--- src/rtl/arrow_spawner.sv ---
// Arrow launcher: paces launches by frame count, picks direction/speed/inversion
// from an LFSR, and keeps score, lives and game-over state for one arrow instance.
module arrow_spawner #(
  parameter int          LIVES          = 3,
  parameter int          GAP_FRAMES     = 90,
  parameter int          MIN_GAP_FRAMES = 20,
  parameter int          TIMEOUT_FRAMES = 600,
  parameter logic [15:0] LFSR_SEED      = 16'hACE1,
  parameter int          INVERSE_EN     = 1
) (
  input  logic        clk,
  input  logic        rst,
  input  logic [10:0] hcount_in,
  input  logic [9:0]  vcount_in,
  input  logic        start,
  input  logic        is_hit,
  input  logic        hit_player,
  output logic        valid_out,
  output logic [1:0]  direction_out,
  output logic [2:0]  speed_out,
  output logic        inversed_out,
  output logic [7:0]  score_out,
  output logic [1:0]  lives_out,
  output logic        game_over
);

  typedef enum logic [2:0] {
    IDLE      = 3'd0,
    GAP       = 3'd1,
    ARM       = 3'd2,
    FLIGHT    = 3'd3,
    RETIRE    = 3'd4,
    GAME_OVER = 3'd5
  } state_t;

  state_t      state_reg, state_next;
  logic [15:0] lfsr_reg;
  logic [15:0] cnt_reg, cnt_next;
  logic [7:0]  score_reg, score_next;
  logic [1:0]  lives_reg, lives_next;
  logic [1:0]  dir_reg, dir_next;
  logic [2:0]  speed_reg, speed_next;
  logic        inv_reg, inv_next;
  logic        first_reg, first_next;
  logic        valid_reg, game_over_reg;

  logic        frame_tick;
  logic [15:0] shrink;
  logic [15:0] gap_frames;
  logic [2:0]  speed_calc;

  assign frame_tick = (hcount_in == 11'd0) && (vcount_in == 10'd0);

  // Gap shrinks by 4 frames per 4 points; compared before subtracting so it never wraps.
  assign shrink     = {8'd0, score_reg[7:2], 2'b00};
  assign gap_frames = (16'(GAP_FRAMES) >= shrink + 16'(MIN_GAP_FRAMES))
                      ? 16'(GAP_FRAMES) - shrink : 16'(MIN_GAP_FRAMES);
  assign speed_calc = (score_reg[7:3] >= 5'd6) ? 3'd7 : 3'(score_reg[7:3] + 5'd1);

  always_ff @(posedge clk) begin
    if (!rst) begin
      lfsr_reg <= LFSR_SEED;
    end else begin
      lfsr_reg <= {lfsr_reg[0] ^ lfsr_reg[2] ^ lfsr_reg[3] ^ lfsr_reg[5], lfsr_reg[15:1]};
    end
  end

  always_ff @(posedge clk) begin
    if (!rst) begin
      state_reg     <= IDLE;
      cnt_reg       <= 16'd0;
      score_reg     <= 8'd0;
      lives_reg     <= 2'd0;
      dir_reg       <= 2'd0;
      speed_reg     <= 3'd0;
      inv_reg       <= 1'b0;
      first_reg     <= 1'b0;
      valid_reg     <= 1'b0;
      game_over_reg <= 1'b0;
    end else begin
      state_reg     <= state_next;
      cnt_reg       <= cnt_next;
      score_reg     <= score_next;
      lives_reg     <= lives_next;
      dir_reg       <= dir_next;
      speed_reg     <= speed_next;
      inv_reg       <= inv_next;
      first_reg     <= first_next;
      valid_reg     <= (state_next == FLIGHT);
      game_over_reg <= (state_next == GAME_OVER);
    end
  end

  always_comb begin
    state_next = state_reg;
    cnt_next   = cnt_reg;
    score_next = score_reg;
    lives_next = lives_reg;
    dir_next   = dir_reg;
    speed_next = speed_reg;
    inv_next   = inv_reg;
    first_next = 1'b0;
    case (state_reg)
      IDLE, GAME_OVER: begin
        if (start) begin
          lives_next = 2'(LIVES);
          score_next = 8'd0;
          cnt_next   = 16'd0;
          state_next = GAP;
        end
      end
      GAP: begin
        if (frame_tick) begin
          if (cnt_reg + 16'd1 >= gap_frames) begin
            cnt_next   = 16'd0;
            state_next = ARM;
          end else begin
            cnt_next = cnt_reg + 16'd1;
          end
        end
      end
      ARM: begin
        dir_next   = lfsr_reg[1:0];
        inv_next   = (INVERSE_EN != 0) && (lfsr_reg[1:0] == 2'b00) && lfsr_reg[2]
                     && (score_reg >= 8'd8);
        speed_next = speed_calc;
        cnt_next   = 16'd0;
        first_next = 1'b1;
        state_next = FLIGHT;
      end
      FLIGHT: begin
        // A hit level left over from the previous arrow is not a result for this one.
        if (is_hit && !first_reg) begin
          if (hit_player) begin
            lives_next = (lives_reg != 2'd0) ? lives_reg - 2'd1 : 2'd0;
          end else if (score_reg != 8'hFF) begin
            score_next = score_reg + 8'd1;
          end
          state_next = RETIRE;
        end else if (frame_tick) begin
          cnt_next = cnt_reg + 16'd1;
          if (cnt_reg + 16'd1 >= 16'(TIMEOUT_FRAMES)) begin
            state_next = RETIRE;
          end
        end
      end
      RETIRE: begin
        cnt_next   = 16'd0;
        state_next = (lives_reg == 2'd0) ? GAME_OVER : GAP;
      end
      default: state_next = IDLE;
    endcase
  end

  assign valid_out     = valid_reg;
  assign direction_out = dir_reg;
  assign speed_out     = speed_reg;
  assign inversed_out  = inv_reg;
  assign score_out     = score_reg;
  assign lives_out     = lives_reg;
  assign game_over     = game_over_reg;

endmodule

--- config.mk ---
export PLATFORM = sky130hd
export DESIGN_NAME = arrow_spawner
export DESIGN_NICKNAME = d
export VERILOG_FILES = /design/src/rtl/arrow_spawner.sv
export SDC_FILE = /design/constraint.sdc
export NUM_CORES = 1
export LEC_CHECK = 0
export BUFFER_PORTS_ARGS = -buffer_cell sky130_fd_sc_hd__clkbuf_2
export CAP_MARGIN = 20
export CORE_UTILIZATION = 30
export CTS_CLUSTER_DIAMETER = 80
export DETAILED_ROUTE_END_ITERATION = 16
export GPL_TIMING_DRIVEN = 0
export MAX_ROUTING_LAYER = met4
export PLACE_DENSITY = 0.56
export SYNTH_ARGS = -nofsm -noshare
export SYNTH_HDL_FRONTEND = slang
export SYNTH_SLANG_ARGS = --single-unit
--- constraint.sdc ---
create_clock -name clk -period 10.8 [get_ports clk]
set_input_delay 1.62 -clock clk [delete_from_list [all_inputs] [get_ports clk]]
set_output_delay 1.62 -clock clk [all_outputs]
set_load 0.1 [all_outputs]
Word level (Yosys, flattened, before mapping) --
Index checks and enable logic that the tools add are counted.
Storage, ports and cells: bits in registers 54, input bits 26, output and inout port bits 18, word-level logic and storage cells 86
Operators by class: add/sub/neg operators 6, $lt $le $gt $ge 5, equal/unequal tests 16, muxes and demuxes 27, bitwise logic cells 3, reduce and logical (&&, ||, !) cells 18
Operator list (count):
- two-way mux 16 bit | 6
- case mux 16 bit (4 select lines) | 1
- two-way mux 8 bit | 4
- two-way mux 3 bit | 8
- adder 16 x 1 -> 16 bit (second input constant) | 1
- >= comparator 16 x 10 -> 1 bit (second input constant) | 1
- >= comparator 16 bit | 1
- inequality test 2 bit (second input constant) | 8
- case mux 8 bit (2 select lines) | 1
- case mux 3 bit (5 select lines) | 1
- zero test 11 bit | 1
- zero test 10 bit | 1
- AND reduction 5 bit | 2
- adder 8 x 5 -> 9 bit (second input constant) | 1
- equality test 3 x 2 -> 1 bit (second input constant) | 3
- equality test 3 bit (second input constant) | 3
- >= comparator 7 x 9 -> 1 bit (first input constant) | 1
- subtractor 7 x 8 -> 9 bit (first input constant) | 1
- adder 8 x 1 -> 8 bit (second input constant) | 1
- >= comparator 8 x 4 -> 1 bit (second input constant) | 1
- two-way mux 2 bit | 4
- inequality test 8 bit (second input constant) | 1
- >= comparator 5 x 3 -> 1 bit (second input constant) | 1
- logical AND 1 bit | 4
- 13 further kinds | 18

Longest topological paths before layout --
Gate-level depths: netlist of run 1.
depth in word-level cells 8, depth in mapped cells 19

Worst setup path after synthesis of run 1 --
OpenSTA, ideal clock, no wires.
kind register to register, start point reg score_reg[2], in the netlist score_out[2], end point reg valid_reg, in the netlist valid_out, library setup time 130 ps, data arrival time 4922 ps, path slack 5747 ps, cell stages (with the launch flop) 17, path buffers 0, period minus slack after synthesis 5053 ps, cells stage by stage dfxtp_1 inv_1 ha_1 o311ai_0 a21oi_1 and4_1 o211ai_1 nand2_1 and2_1 ha_1 nor2b_1 o21ai_0 a2111o_1 a31oi_1 o311ai_0 o31ai_1 nor3_2
On the way: word-level cells in the longest chain between the ends 8, elaborated cells on any way between the ends 9
RTL lines:
- from (decl) | line 39 | logic [7:0] score_reg, score_next;
- from (signal assigned) | line 83 | score_reg <= score_next;
- adder 8 x 5 -> 9 bit | line 56 | assign gap_frames = (16'(GAP_FRAMES) >= shrink + 16'(MIN_GAP_FRAMES))
- >= comparator 7 x 9 -> 1 bit | line 56
- two-way mux 16 bit (*) | line 57 | ? 16'(GAP_FRAMES) - shrink : 16'(MIN_GAP_FRAMES);
- >= comparator 16 bit (*) | line 114 | if (cnt_reg + 16'd1 >= gap_frames) begin
- two-way mux 3 bit (*) | line 114
- two-way mux 3 bit (*) | line 113 | if (frame_tick) begin
- case mux 3 bit (5 select lines) (*) | line 103 | case (state_reg)
- equality test 3 x 2 -> 1 bit (*) | line 89 | valid_reg <= (state_next == FLIGHT);
- to (signal assigned) | line 89
- to (decl) | line 45 | logic valid_reg, game_over_reg;
Every way passes the cells marked *; elsewhere a longest branch is shown, timed or not. A chain may end at the register's enable or synchronous reset.

Final worst setup path of run 1 --
start point reg score_reg[2], in the netlist score_out[2], end point reg cnt_reg[2]
On the way: word-level cells in the longest chain between the ends 7, elaborated cells on any way between the ends 8
RTL lines:
- adder 8 x 5 -> 9 bit | line 56
- >= comparator 7 x 9 -> 1 bit | line 56
- two-way mux 16 bit (*) | line 57
- >= comparator 16 bit (*) | line 114
- two-way mux 16 bit (*) | line 114
- two-way mux 16 bit (*) | line 113
- case mux 16 bit (4 select lines) (*) | line 103
- to (signal assigned) | line 82 | cnt_reg <= cnt_next;
- to (decl) | line 38 | logic [15:0] cnt_reg, cnt_next;
Every way passes the cells marked *; elsewhere a longest branch is shown, timed or not. The select of a mux whose other input is x is not followed.

==> metrics.log, run 1 <==
INFO  metric synth_xor_xnor_area_share = under 10%
INFO  metric num_rows = 39
INFO  metric post_drt_via_cell_ratio = around 5.2
INFO  metric net-switching-power = roughly 0.11 mW
INFO  metric setup_fix_buffers_added_after_clock_tree_synthesis = 0
INFO  metric cts.sinks = 54
INFO  metric final.setup_skew = about 0.0072 ns
INFO  metric yosys_register_bits = 54
INFO  metric finalSetupViolCount = 0
INFO  metric cell_internal_pwr = approximately 0.31 mW
INFO  metric setup_tns = 0 ns
INFO  metric number_of_global_route_vias_before_repair = between 3,000 and 4,000
INFO  metric avgRoutedWirePerCell = approximately 15 um
INFO  metric post-route-min-period = between 5 and 6 ns
INFO  metric vdd_drop_max = 0.0619 mV
INFO  metric critPathSlowestCell = sky130_fd_sc_hd__o41ai_4
INFO  metric area_growth_from_synthesis_to_layout = 15.5%
INFO  metric wl_met1 = 4.34 mm
INFO  metric cts-buffers-inserted = 5
INFO  metric grt_pass1_wl = 15.4 mm
INFO  metric post_synth_fa_ha_maj_area_fraction = under 10%
INFO  metric dp_hpwl = between 6 and 7 mm
INFO  metric timing.fmax = 0.191 GHz
INFO  metric critPathMaxStageDelay = around 0.64 ns
INFO  metric cts_htree_levels = 2
INFO  metric clock_transition_at_the_registers_of_the_reported_paths = ~0.080 ns
INFO  metric regToRegStartpoint = score_out[2]
INFO  metric cts-resized-gates = 0
INFO  metric synth-seq-area-share = a little over 30%
INFO  metric final_net_count = 540
INFO  metric drc = 0
INFO  metric rr_worst_depth = 17
INFO  metric synth_area = 3530 um^2
INFO  metric maxSlewViolCount = 0
INFO  metric max-slew-margin-rel = about half
INFO  metric syn-num-nets = between 400 and 500
INFO  metric report.final.hold_viol_count = 0
INFO  metric sequentialPowerShare = roughly half
INFO  metric synth-warning-count = 0
INFO  metric min_delay_path_depth = 1
INFO  metric worst-slew-pin-transition = between 0.7 and 0.8 ns
INFO  metric synth_simple_gate_area_share = approximately 29%
INFO  metric power.clock.fraction = 41.0%
INFO  metric crit_type = reg -> reg
INFO  metric floorplan.initialDensity = between 30% and 40%
INFO  metric number_of_enable_type_register_cells_in_the_synthesized_netlist = 0
INFO  metric route.antenna.remaining_nets = 0
INFO  metric cts_hold_buf = 0
INFO  metric cp_data_arrival_time = between 5 and 6 ns
INFO  metric holdCritStartpoint = lfsr_reg[8]
INFO  metric power.leakage = ~1.6 nW
INFO  metric drt-total-wl = roughly 9.3 mm
INFO  metric synth_top_cell_by_area = sky130_fd_sc_hd__dfxtp_1
INFO  metric floorplan.io_pins = 44
INFO  metric grt_start_max_net_pins = 20
INFO  metric placeableCoreArea = 11,500 um^2
INFO  metric timing.critical_path.fanout_max = 10
INFO  metric critical_path.endpoint_type = flop
INFO  metric complex_gate_fraction_of_the_synthesized_area = 17.6%
INFO  metric synthesis.area_per_instance = 8.02 um^2
INFO  metric synthTopCellsByArea = sky130_fd_sc_hd__dfxtp_1 31%, sky130_fd_sc_hd__ha_1 8.5%, sky130_fd_sc_hd__nand2_1 5.7%
INFO  metric power.combinational.fraction = 9.9%
INFO  metric vias = ~3,300
INFO  metric ys_types = 65
INFO  metric fraction_of_layout_instances_using_a_drive_strength_above_1 = between 15 and 20%
INFO  metric antenna_found_initial = 0
INFO  metric cellPowerDensity = 103 nW/um^2
INFO  metric met2_wirelength = between 4 and 5 mm
INFO  metric r2r_slack = roughly 5.6 ns
INFO  metric drt_first_iter_violations = roughly 120
INFO  metric unrepaired_setup_endpoints_after_global_routing = false
INFO  metric worstHoldEndpoint = lfsr_reg[7]
INFO  metric r2r-end = cnt_reg[2]
INFO  metric timing.critical_path.cells = inv_1, ha_1, o311ai_0, a21oi_1, and4_1, o211ai_1, nand2_1, and2_1, ha_1, nor2b_1, o21ai_0, a2111o_1, a31oi_1, o41ai_4, buf_2, nand3b_1, a31oi_1
INFO  metric worst_skew_pair.late_latency = approximately 0.3 ns
INFO  metric highest_layer = met4
INFO  metric synthCells = 440
INFO  metric number_of_diodes_added_for_antenna_fixing = 0
INFO  metric place.port_buffers = 43
INFO  metric die_y = 110 um
INFO  metric power_switching_share = 27.2%
INFO  metric async_reset_ff_share = 0%
INFO  metric drt-pass1-iter-count = 5
INFO  metric chipWidth = around 110 um
INFO  metric clk_path_buf_depth = 2
INFO  metric final_min_period_over_clock_period = between 40% and 50%
INFO  metric synth.top_cell.area_share = between 30% and 40%
INFO  metric met3_wl = 298 um
INFO  metric outcome = complete, no violations
INFO  metric remaining_overflow_grt = 0
INFO  metric synthFlopType = sky130_fd_sc_hd__dfxtp_1
INFO  metric max_cap_viol_count = 0
INFO  metric worstHoldPathType = reg -> reg
INFO  metric track_usage = between 10% and 20%
INFO  metric gp_congestion = about 0.85
INFO  metric crit_required = 11.03 ns
INFO  metric cts_tree = done
INFO  metric ctsRootBufferMaster = sky130_fd_sc_hd__clkbuf_16
INFO  metric cp_bufs_invs = 2
INFO  metric die-area = about 12,000 um^2
INFO  metric muxShareOfSynthArea = 0.567%
INFO  metric fin_util = 35.6%
INFO  metric p_total = 0.422 mW
INFO  metric cp-start-kind = flop
INFO  metric combinational_family_with_the_most_area_after_synthesis = simple AND/OR/NAND/NOR gates
INFO  metric crit_family = compound AO/OA/AOI/OAI gates
==> layout by cell type (no fill, tap or decap), types with 3 or more instances in the layout <==
| master | Yosys | layout |
|---|---|---|
| sky130_fd_sc_hd__clkbuf_16 | 0 | 5 |
| sky130_fd_sc_hd__and2_1 | 12 | 12 |
| sky130_fd_sc_hd__a31oi_1 | 11 | 11 |
| sky130_fd_sc_hd__dfxtp_1 | 54 | 54 |
| sky130_fd_sc_hd__nand3_1 | 29 | 29 |
| sky130_fd_sc_hd__nand4_1 | 10 | 10 |
| sky130_fd_sc_hd__nand3b_1 | 4 | 4 |
| sky130_fd_sc_hd__clkbuf_1 | 15 | 15 |
| sky130_fd_sc_hd__nand2_1 | 54 | 54 |
| sky130_fd_sc_hd__inv_1 | 15 | 15 |
| sky130_fd_sc_hd__o31ai_1 | 3 | 3 |
| sky130_fd_sc_hd__nand4b_1 | 3 | 3 |
| sky130_fd_sc_hd__ha_1 | 24 | 24 |
| sky130_fd_sc_hd__xnor2_1 | 19 | 19 |
| sky130_fd_sc_hd__nor3_1 | 12 | 12 |
| sky130_fd_sc_hd__clkbuf_2 | 0 | 43 |
| sky130_fd_sc_hd__a21o_1 | 3 | 3 |
| sky130_fd_sc_hd__nand2b_1 | 10 | 10 |
| sky130_fd_sc_hd__buf_4 | 7 | 7 |
| sky130_fd_sc_hd__o21ai_0 | 15 | 15 |
| sky130_fd_sc_hd__nor2b_1 | 3 | 3 |
| sky130_fd_sc_hd__a211oi_1 | 4 | 4 |
| sky130_fd_sc_hd__nor2_1 | 27 | 27 |
| sky130_fd_sc_hd__xor2_1 | 11 | 11 |
| sky130_fd_sc_hd__nor4_1 | 7 | 7 |
| sky130_fd_sc_hd__a21oi_1 | 32 | 32 |
| sky130_fd_sc_hd__buf_6 | 3 | 3 |
| sky130_fd_sc_hd__buf_2 | 6 | 6 |
==> cells in the mapped netlist, drive strengths merged (9+ instances only) <==
library cell,count
a21oi,32
a31oi,11
and2,14
buf,16
clkbuf,15
dfxtp,54
ha,24
inv,15
nand2,54
nand2b,10
nand3,29
nand4,11
nor2,27
nor3,13
nor4,9
o21ai,16
xnor2,19
xor2,11
==> worst register-to-register path, delay by kind of cell (launching register included) <==
kind,cells,cell delay (ns)
DFF,1,0.53
adders and majority gates,2,0.67
buffers and inverters,2,0.53
and+or+nand+nor,5,1.00
AOI/OAI and AO/OA,8,2.42
==> through the flow <==
| stage | hold WS, ns | std cells | cell area [um^2] | setup WS [ns] |
|---|---|---|---|---|
| final | 0.409 | 634 | 4080 | 5.57 |
| after floorplan | 0.386 | 440 | 3530 | 5.75 |
| after detailed placement | 0.393 | 626 | 3930 | 5.61 |
| after CTS | 0.412 | 634 | 4080 | 5.56 |
| after global routing | 0.428 | 634 | 4080 | 5.13 |
| after global placement | 0.390 | 626 | 3930 | 5.63 |
==> cell type report <==
| class | count | area, um^2 |
|---|---|---|
| Multi-Input combinational cell | 340 | 2220 |
| Clock buffer | 5 | 125 |
| Timing Repair Buffer | 43 | 215 |
| Clock inverter | 3 | 28.8 |
| Tap cell | 143 | 179 |
| Inverter | 15 | 56.3 |
| Fill cell | 1208 | 7390 |
| Sequential cell | 54 | 1080 |
| Buffer | 31 | 173 |
==> cell families after synthesis <==
logic type / after synthesis
AND/OR/NAND/NOR: 191
buffers and inverters: 46
multiplexers: 2
AO/OA/AOI/OAI: 93
flip-flops: 54
adder cells (fa/ha/maj): 24
XOR/XNOR: 30
==> how the worst max path moves through the flow <==
stage            startpoint           end  slack (ns)  depth (start not counted)
6_report       score_out[2]    cnt_reg[2]        5.57                         17
3_5_place_dp   score_out[2]   cnt_reg[13]        5.61                         17
5_1_grt        score_out[2]  state_reg[0]        5.13                         16
3_3_place_gp   score_out[2]     game_over        5.63                         16
4_1_cts        score_out[2]   cnt_reg[13]        5.56                         17
2_1_floorplan  score_out[2]     valid_out        5.75                         16
==> metal layers <==
layer	vias up	track usage, %
li1	1664	-
met1	1573	20.2
met2	76	25.5
met3	10	1.65
met4	0	5.60
met5	-	-
==> power groups by stage <==
stage               logic (mW)  clock network [mW]  registers [mW]
floorplan               0.0215                   0           0.217
global placement        0.0411                   0           0.212
CTS                     0.0419               0.176           0.207
finish                  0.0417               0.173           0.207
global route            0.0458               0.182           0.208
detailed placement      0.0416                   0           0.212
No activity file was read; power rests on OpenSTA's default activity.
==> run 2: changes to the inputs <==
- clock period: 10.8 -> 5.27 ns (I/O delays scaled with it)
==> run 2 against run 1 <==
- global-route usage unchanged
- sequential share of layout area about the same
- core utilization increased by 0.066 points
- fmax increased by 13%
- wire length decreased by 0.25%
- clock power increased by 100%
- largest cell class unchanged
- flip-flop and latch count unchanged
- critical path depth unchanged
==> metrics.log, run 2 (same netlist as run 1, synthesis figures left out) <==
INFO  metric outcome = complete, no violations
INFO  metric fraction_of_layout_instances_using_a_drive_strength_above_1 = between 15 and 20%
INFO  metric floorplan.io_pins = 44
INFO  metric filler_cell_count = 1,208
INFO  metric max_cap_viol_count = 0
INFO  metric drt-pass1-iter-count = 4
INFO  metric min_delay_path_depth = 1
INFO  metric layout.cells.non_filler = about 640
INFO  metric cp-start-kind = flop
INFO  metric crit_type = reg -> reg
INFO  metric antenna_found_initial = 0
INFO  metric worst-slew-pin-transition = between 0.6 and 0.7 ns
INFO  metric post-route-min-period = between 4 and 5 ns
INFO  metric power.combinational.fraction = 9.9%
INFO  metric remaining_overflow_grt = 0
INFO  metric worst_skew_pair.late_latency = around 0.30 ns
INFO  metric place.port_buffers = 43
INFO  metric cts_htree_levels = 2
INFO  metric fin_util = a little over a third
INFO  metric track_usage = between 10% and 20%
INFO  metric die-area = around 12,000 um^2
INFO  metric clock_transition_at_the_registers_of_the_reported_paths = 0.08 ns
INFO  metric dp_cells = between 600 and 700
INFO  metric power.clock.fraction = about two fifths
INFO  metric number_of_global_route_vias_before_repair = about 3,200
INFO  metric placeableCoreArea = between 10,000 and 15,000 um^2
INFO  metric dp_hpwl = ~7 mm
INFO  metric timing.critical_path.fanout_max = 10
INFO  metric vias = ~3,300
INFO  metric final.setup_skew = 0.00385 ns
INFO  metric cts.sinks = 54
INFO  metric maxSlewViolCount = 0
INFO  metric cp_data_arrival_time = between 4 and 5 ns
INFO  metric regToRegStartpoint = score_out[2]
INFO  metric gp_congestion = approximately 0.85
INFO  metric clk_path_buf_depth = 2
INFO  metric area_growth_from_synthesis_to_layout = 15.7%
INFO  metric number_of_diodes_added_for_antenna_fixing = 0
INFO  metric sequentialPowerShare = approximately half
INFO  metric timing.critical_path.cells = inv_1, ha_1, o311ai_0, a21oi_1, and4_1, o211ai_1, nand2_1, and2_1, ha_1, nor2b_1, o21ai_0, a2111o_1, a31oi_1, o41ai_4, buf_2, nand3b_1, a31oi_1
INFO  metric crit_required = roughly 5.5 ns
INFO  metric cts-resized-gates = 0
INFO  metric timing.fmax = around 0.22 GHz
INFO  metric setup_tns = 0 ns
INFO  metric unrepaired_setup_endpoints_after_global_routing = false
INFO  metric report.final.hold_viol_count = 0
INFO  metric cts_tree = done
INFO  metric max-slew-margin-rel = 57.0%
INFO  metric rr_worst_depth = 17
INFO  metric net-switching-power = 0.235 mW
INFO  metric critPathMaxStageDelay = between 0.6 and 0.7 ns
INFO  metric r2r_slack = 0.64 ns
INFO  metric cell_internal_pwr = roughly 0.63 mW
INFO  metric num_rows = 39
INFO  metric worstHoldPathType = reg -> reg
INFO  metric ctsRootBufferMaster = sky130_fd_sc_hd__clkbuf_16
INFO  metric cellPowerDensity = 211 nW/um^2
INFO  metric grt_pass1_wl = 15.4 mm
INFO  metric chipWidth = ~110 um
INFO  metric final_cell_mix = 54 x sky130_fd_sc_hd__nand2_1, 54 x sky130_fd_sc_hd__dfxtp_1, 43 x sky130_fd_sc_hd__clkbuf_2, 32 x sky130_fd_sc_hd__a21oi_1, 29 x sky130_fd_sc_hd__nand3_1
INFO  metric critical_path.endpoint_type = flop
INFO  metric power.leakage = 1.65 nW
INFO  metric die_y = 110 um
INFO  metric crit_family = compound AO/OA/AOI/OAI gates
INFO  metric drt-total-wl = approximately 9.3 mm
INFO  metric critPathSlowestCell = sky130_fd_sc_hd__o41ai_4
INFO  metric final_min_period_over_clock_period = around 88%
INFO  metric floorplan.initialDensity = between 30% and 40%
INFO  metric post_drt_via_cell_ratio = ~5.2
INFO  metric cp_bufs_invs = 2
INFO  metric avgRoutedWirePerCell = roughly 15 um
INFO  metric finalSetupViolCount = 0
INFO  metric route.antenna.remaining_nets = 0
INFO  metric vdd_drop_max = between 0.1 and 0.15 mV
INFO  metric power_switching_share = 27.2%
INFO  metric r2r-end = cnt_reg[2]
INFO  metric grt_start_max_net_pins = 20
INFO  metric final_net_count = roughly 540
INFO  metric holdCritStartpoint = lfsr_reg[8]
INFO  metric drc = 0
INFO  metric cts-buffers-inserted = 5
INFO  metric drt_first_iter_violations = ~150
INFO  metric worstHoldEndpoint = lfsr_reg[7]
-- run 2: worst max path at each step --
stage,startpoint,to,slack [ns],depth (start not counted)
floorplan,score_out[2],valid_out,0.22,16
global placement,score_out[2],game_over,0.1,16
detailed placement,score_out[2],cnt_reg[13],0.08,17
CTS,score_out[2],cnt_reg[13],0.03,17
global route,score_out[2],state_reg[0],0.30,16
finish,score_out[2],cnt_reg[2],0.64,17
-- run 2: power groups by stage --
stage / clock (mW) / sequential (mW) / combinational (mW)
global route: 0.372 / 0.425 / 0.0938
CTS: 0.362 / 0.424 / 0.0858
finish: 0.353 / 0.424 / 0.0856
floorplan: 0 / 0.445 / 0.0441
global placement: 0 / 0.434 / 0.0842
detailed placement: 0 / 0.434 / 0.0852
-- run 2: cell type report --
type | count | area (um^2) | area share (%)
clock buffers | 5 | 125 | 3.06
inverters | 15 | 56.3 | 1.38
well taps | 143 | 179 | 4.38
flip-flops and latches | 54 | 1080 | 26.5
clock inverters | 3 | 28.8 | 0.704
plain buffers | 31 | 173 | 4.23
multi-input cells | 340 | 2220 | 54.3
repair buffers | 44 | 223 | 5.45
-- run 2: metal layers --
| metal | global-route usage (%) | part of all wire [%] | wire length (um) |
|---|---|---|---|
| met1 | 20.2 | 47 | 4370 |
| met2 | 25.5 | 49 | 4550 |
| met3 | 1.65 | 2.9 | 269 |
| met4 | 5.60 | 1.3 | 119 |
| met5 | - | 0 | 0 |
-- run 2: through the flow --
| stage | total power, mW | instance area [um^2] | hold slack, ns | setup slack (ns) |
|---|---|---|---|---|
| after floorplan | 0.489 | 3530 | 0.386 | 0.217 |
| after global placement | 0.518 | 3930 | 0.390 | 0.0957 |
| after global routing | 0.891 | 4090 | 0.428 | 0.298 |
| after CTS | 0.872 | 4080 | 0.412 | 0.0278 |
| after detailed placement | 0.519 | 3930 | 0.393 | 0.0768 |
| final | 0.863 | 4090 | 0.409 | 0.637 |
-- run 2: timing repair --
| item | CTS | global route |
|---|---|---|
| endpoints found under the setup margin | 0 | 19 |
| hold buffers | 0 | 0 |
| setup buffers | 0 | 1 |
| hold endpoints to repair | 0 | 0 |
==> run 3: changes to the inputs <==
- CAP_MARGIN: 20 -> not set
- CORE_MARGIN: not set -> 2
==> run 3 against run 2 <==
- clock power is essentially flat
- fmax decreased by 2.0%
- wire length fell by 1.3%
- core utilization is the same
- die area is 3.7% higher
- first-iteration DRC count grew 15%
- final area unchanged
- clock skew increased by 0.0054 ns
- sequential share of layout area is the same
- count of clock-buffer cells in the layout stayed put
- global-route usage shrank 0.58 points
- hold slack better by 0.0018 ns
- critical path type unchanged
- largest power group unchanged
==> metrics.log, run 3 (same netlist as run 1, synthesis figures left out) <==
INFO  metric drc = 0
INFO  metric crit_type = reg -> reg
INFO  metric post_drt_via_cell_ratio = around 5.2
INFO  metric floorplan.initialDensity = a little under a third
INFO  metric drt-pass1-iter-count = 4
INFO  metric post-route-min-period = 4.73 ns
INFO  metric max-slew-margin-rel = between 50% and 60%
INFO  metric vdd_drop_max = 0.141 mV
INFO  metric setup_tns = 0 ns
INFO  metric max_cap_viol_count = 0
INFO  metric num_rows = 39
INFO  metric vias = approximately 3,300
INFO  metric worst_skew_pair.late_latency = 0.30 ns
INFO  metric timing.fmax = roughly 0.21 GHz
INFO  metric grt_start_max_net_pins = 20
INFO  metric die_y = ~110 um
INFO  metric cts-buffers-inserted = 5
INFO  metric clk_path_buf_depth = 2
INFO  metric drt_first_iter_violations = around 180
INFO  metric route.antenna.remaining_nets = 0
INFO  metric clock_transition_at_the_registers_of_the_reported_paths = 0.08 ns
INFO  metric critical_path.endpoint_type = flop
INFO  metric final_net_count = about 540
INFO  metric power.leakage = 1.65 nW
INFO  metric r2r-end = game_over
INFO  metric rr_worst_depth = 16
INFO  metric worstHoldEndpoint = lfsr_reg[11]
INFO  metric maxSlewViolCount = 0
INFO  metric finalSetupViolCount = 0
INFO  metric r2r_slack = 0.54 ns
INFO  metric cts_htree_levels = 2
INFO  metric final.setup_skew = slightly above 0.009 ns
INFO  metric cp-start-kind = flop
INFO  metric floorplan.io_pins = between 40 and 50
INFO  metric worst-slew-pin-transition = between 0.6 and 0.7 ns
INFO  metric crit_required = approximately 5.4 ns
INFO  metric holdCritStartpoint = lfsr_reg[12]
INFO  metric ctsRootBufferMaster = sky130_fd_sc_hd__clkbuf_16
INFO  metric p_total = 0.861 mW
INFO  metric area_growth_from_synthesis_to_layout = 15.7%
INFO  metric unrepaired_setup_endpoints_after_global_routing = false
INFO  metric outcome = complete, no violations
INFO  metric number_of_diodes_added_for_antenna_fixing = 0
INFO  metric drt-total-wl = ~9 mm
INFO  metric regToRegStartpoint = score_out[2]
INFO  metric remaining_overflow_grt = 0
INFO  metric gp_congestion = 0.821
INFO  metric chipWidth = approximately 110 um
INFO  metric final_cell_mix = 54 x sky130_fd_sc_hd__nand2_1, 54 x sky130_fd_sc_hd__dfxtp_1, 43 x sky130_fd_sc_hd__clkbuf_2, 32 x sky130_fd_sc_hd__a21oi_1, 29 x sky130_fd_sc_hd__nand3_1
INFO  metric fraction_of_layout_instances_using_a_drive_strength_above_1 = 16.3%
INFO  metric dp_hpwl = roughly 6.7 mm
INFO  metric avgRoutedWirePerCell = 14.5 um
INFO  metric cts-resized-gates = 0
INFO  metric final_min_period_over_clock_period = between 80% and 90%
INFO  metric min_delay_path_depth = 1
INFO  metric die-area = about 13,000 um^2
INFO  metric cellPowerDensity = 211 nW/um^2
INFO  metric cts.sinks = 54
INFO  metric cp_data_arrival_time = slightly below 5 ns
INFO  metric worstHoldPathType = reg -> reg
INFO  metric antenna_found_initial = 0
INFO  metric report.final.hold_viol_count = 0
INFO  metric placeableCoreArea = ~11,000 um^2
INFO  metric track_usage = between 10% and 20%
INFO  metric timing.critical_path.fanout_max = 9
INFO  metric number_of_global_route_vias_before_repair = 3,187
INFO  metric cts_tree = done
INFO  metric grt_pass1_wl = around 15 mm
INFO  metric place.port_buffers = 43
==> run 3: cell counts in the layout (fill, tap and decap cells not counted) <==
Identical to the previous run, type by type.
==> run 3: final cells by class <==
cell class	count	area, um^2
clock inverters	3	28.8
clock buffers	5	125
well taps	143	179
multi-input cells	340	2220
plain buffers	31	173
fillers	1208	7380
inverters	15	56.3
repair buffers	44	223
flip-flops and latches	54	1080
==> run 3: worst max-delay path, stage by stage, from the launching register on <==
cell and delay (ns):
sky130_fd_sc_hd__dfxtp_1 0.53, sky130_fd_sc_hd__inv_1 0.17, sky130_fd_sc_hd__ha_1 0.36, sky130_fd_sc_hd__o311ai_0 0.33, sky130_fd_sc_hd__a21oi_1 0.14, sky130_fd_sc_hd__and4_1 0.20, sky130_fd_sc_hd__o211ai_1 0.24, sky130_fd_sc_hd__nand2_1 0.20
sky130_fd_sc_hd__and2_1 0.21, sky130_fd_sc_hd__ha_1 0.29, sky130_fd_sc_hd__nor2b_1 0.13, sky130_fd_sc_hd__o21ai_0 0.08, sky130_fd_sc_hd__a2111o_1 0.42, sky130_fd_sc_hd__a31oi_1 0.43, sky130_fd_sc_hd__o311ai_0 0.23, sky130_fd_sc_hd__o31ai_1 0.54
sky130_fd_sc_hd__nor2_1 0.09
==> run 3: per-layer routing <==
layer,GRT usage (%),vias to the layer above,share of wire (%)
li1,-,1664,-
met3,2.21,9,3.4
met2,24.6,77,50
met1,19.8,1578,46
met4,3.98,0,0.79
met5,-,-,0
==> run 3: report_power, final <==
group / internal (mW) / switching (mW) / leakage (nW)
clock network: 0.182 / 0.171 / 0.0759
logic: 0.0278 / 0.0569 / 1.14
registers: 0.419 / 0.00539 / 0.440
total: 0.628 / 0.233 / 1.65
==> run 3: how the worst max path moves through the flow <==
stage / start / endpoint / slack (ns) / cells past startpoint
floorplan: score_out[2] / valid_out / 0.22 / 16
finish: score_out[2] / game_over / 0.54 / 16
global route: score_out[2] / cnt_reg[13] / 0.12 / 17
CTS: score_out[2] / cnt_reg[2] / 0.002 / 17
global placement: score_out[2] / game_over / 0.12 / 16
detailed placement: score_out[2] / game_over / 0.04 / 16
==> run 3: metrics by stage <==
step	setup slack, ns	instance area (um^2)	utilization (%)	std cells	hold WS (ns)
2_1_floorplan	0.217	3530	-	440	0.386
3_3_place_gp	0.124	3930	34.2	626	0.389
3_5_place_dp	0.0370	3930	34.2	626	0.397
4_1_cts	0.00230	4080	35.6	634	0.416
5_1_grt	0.123	4090	35.6	635	0.439
6_report	0.545	4090	35.6	635	0.410
==> run 3: timing repair <==
item / in CTS / in global routing
setup buffers: 0 / 1
pin swaps: 1 / 1
hold buffers: 0 / 0
endpoints found under the setup margin: 4 / 19
hold endpoints to repair: 0 / 0
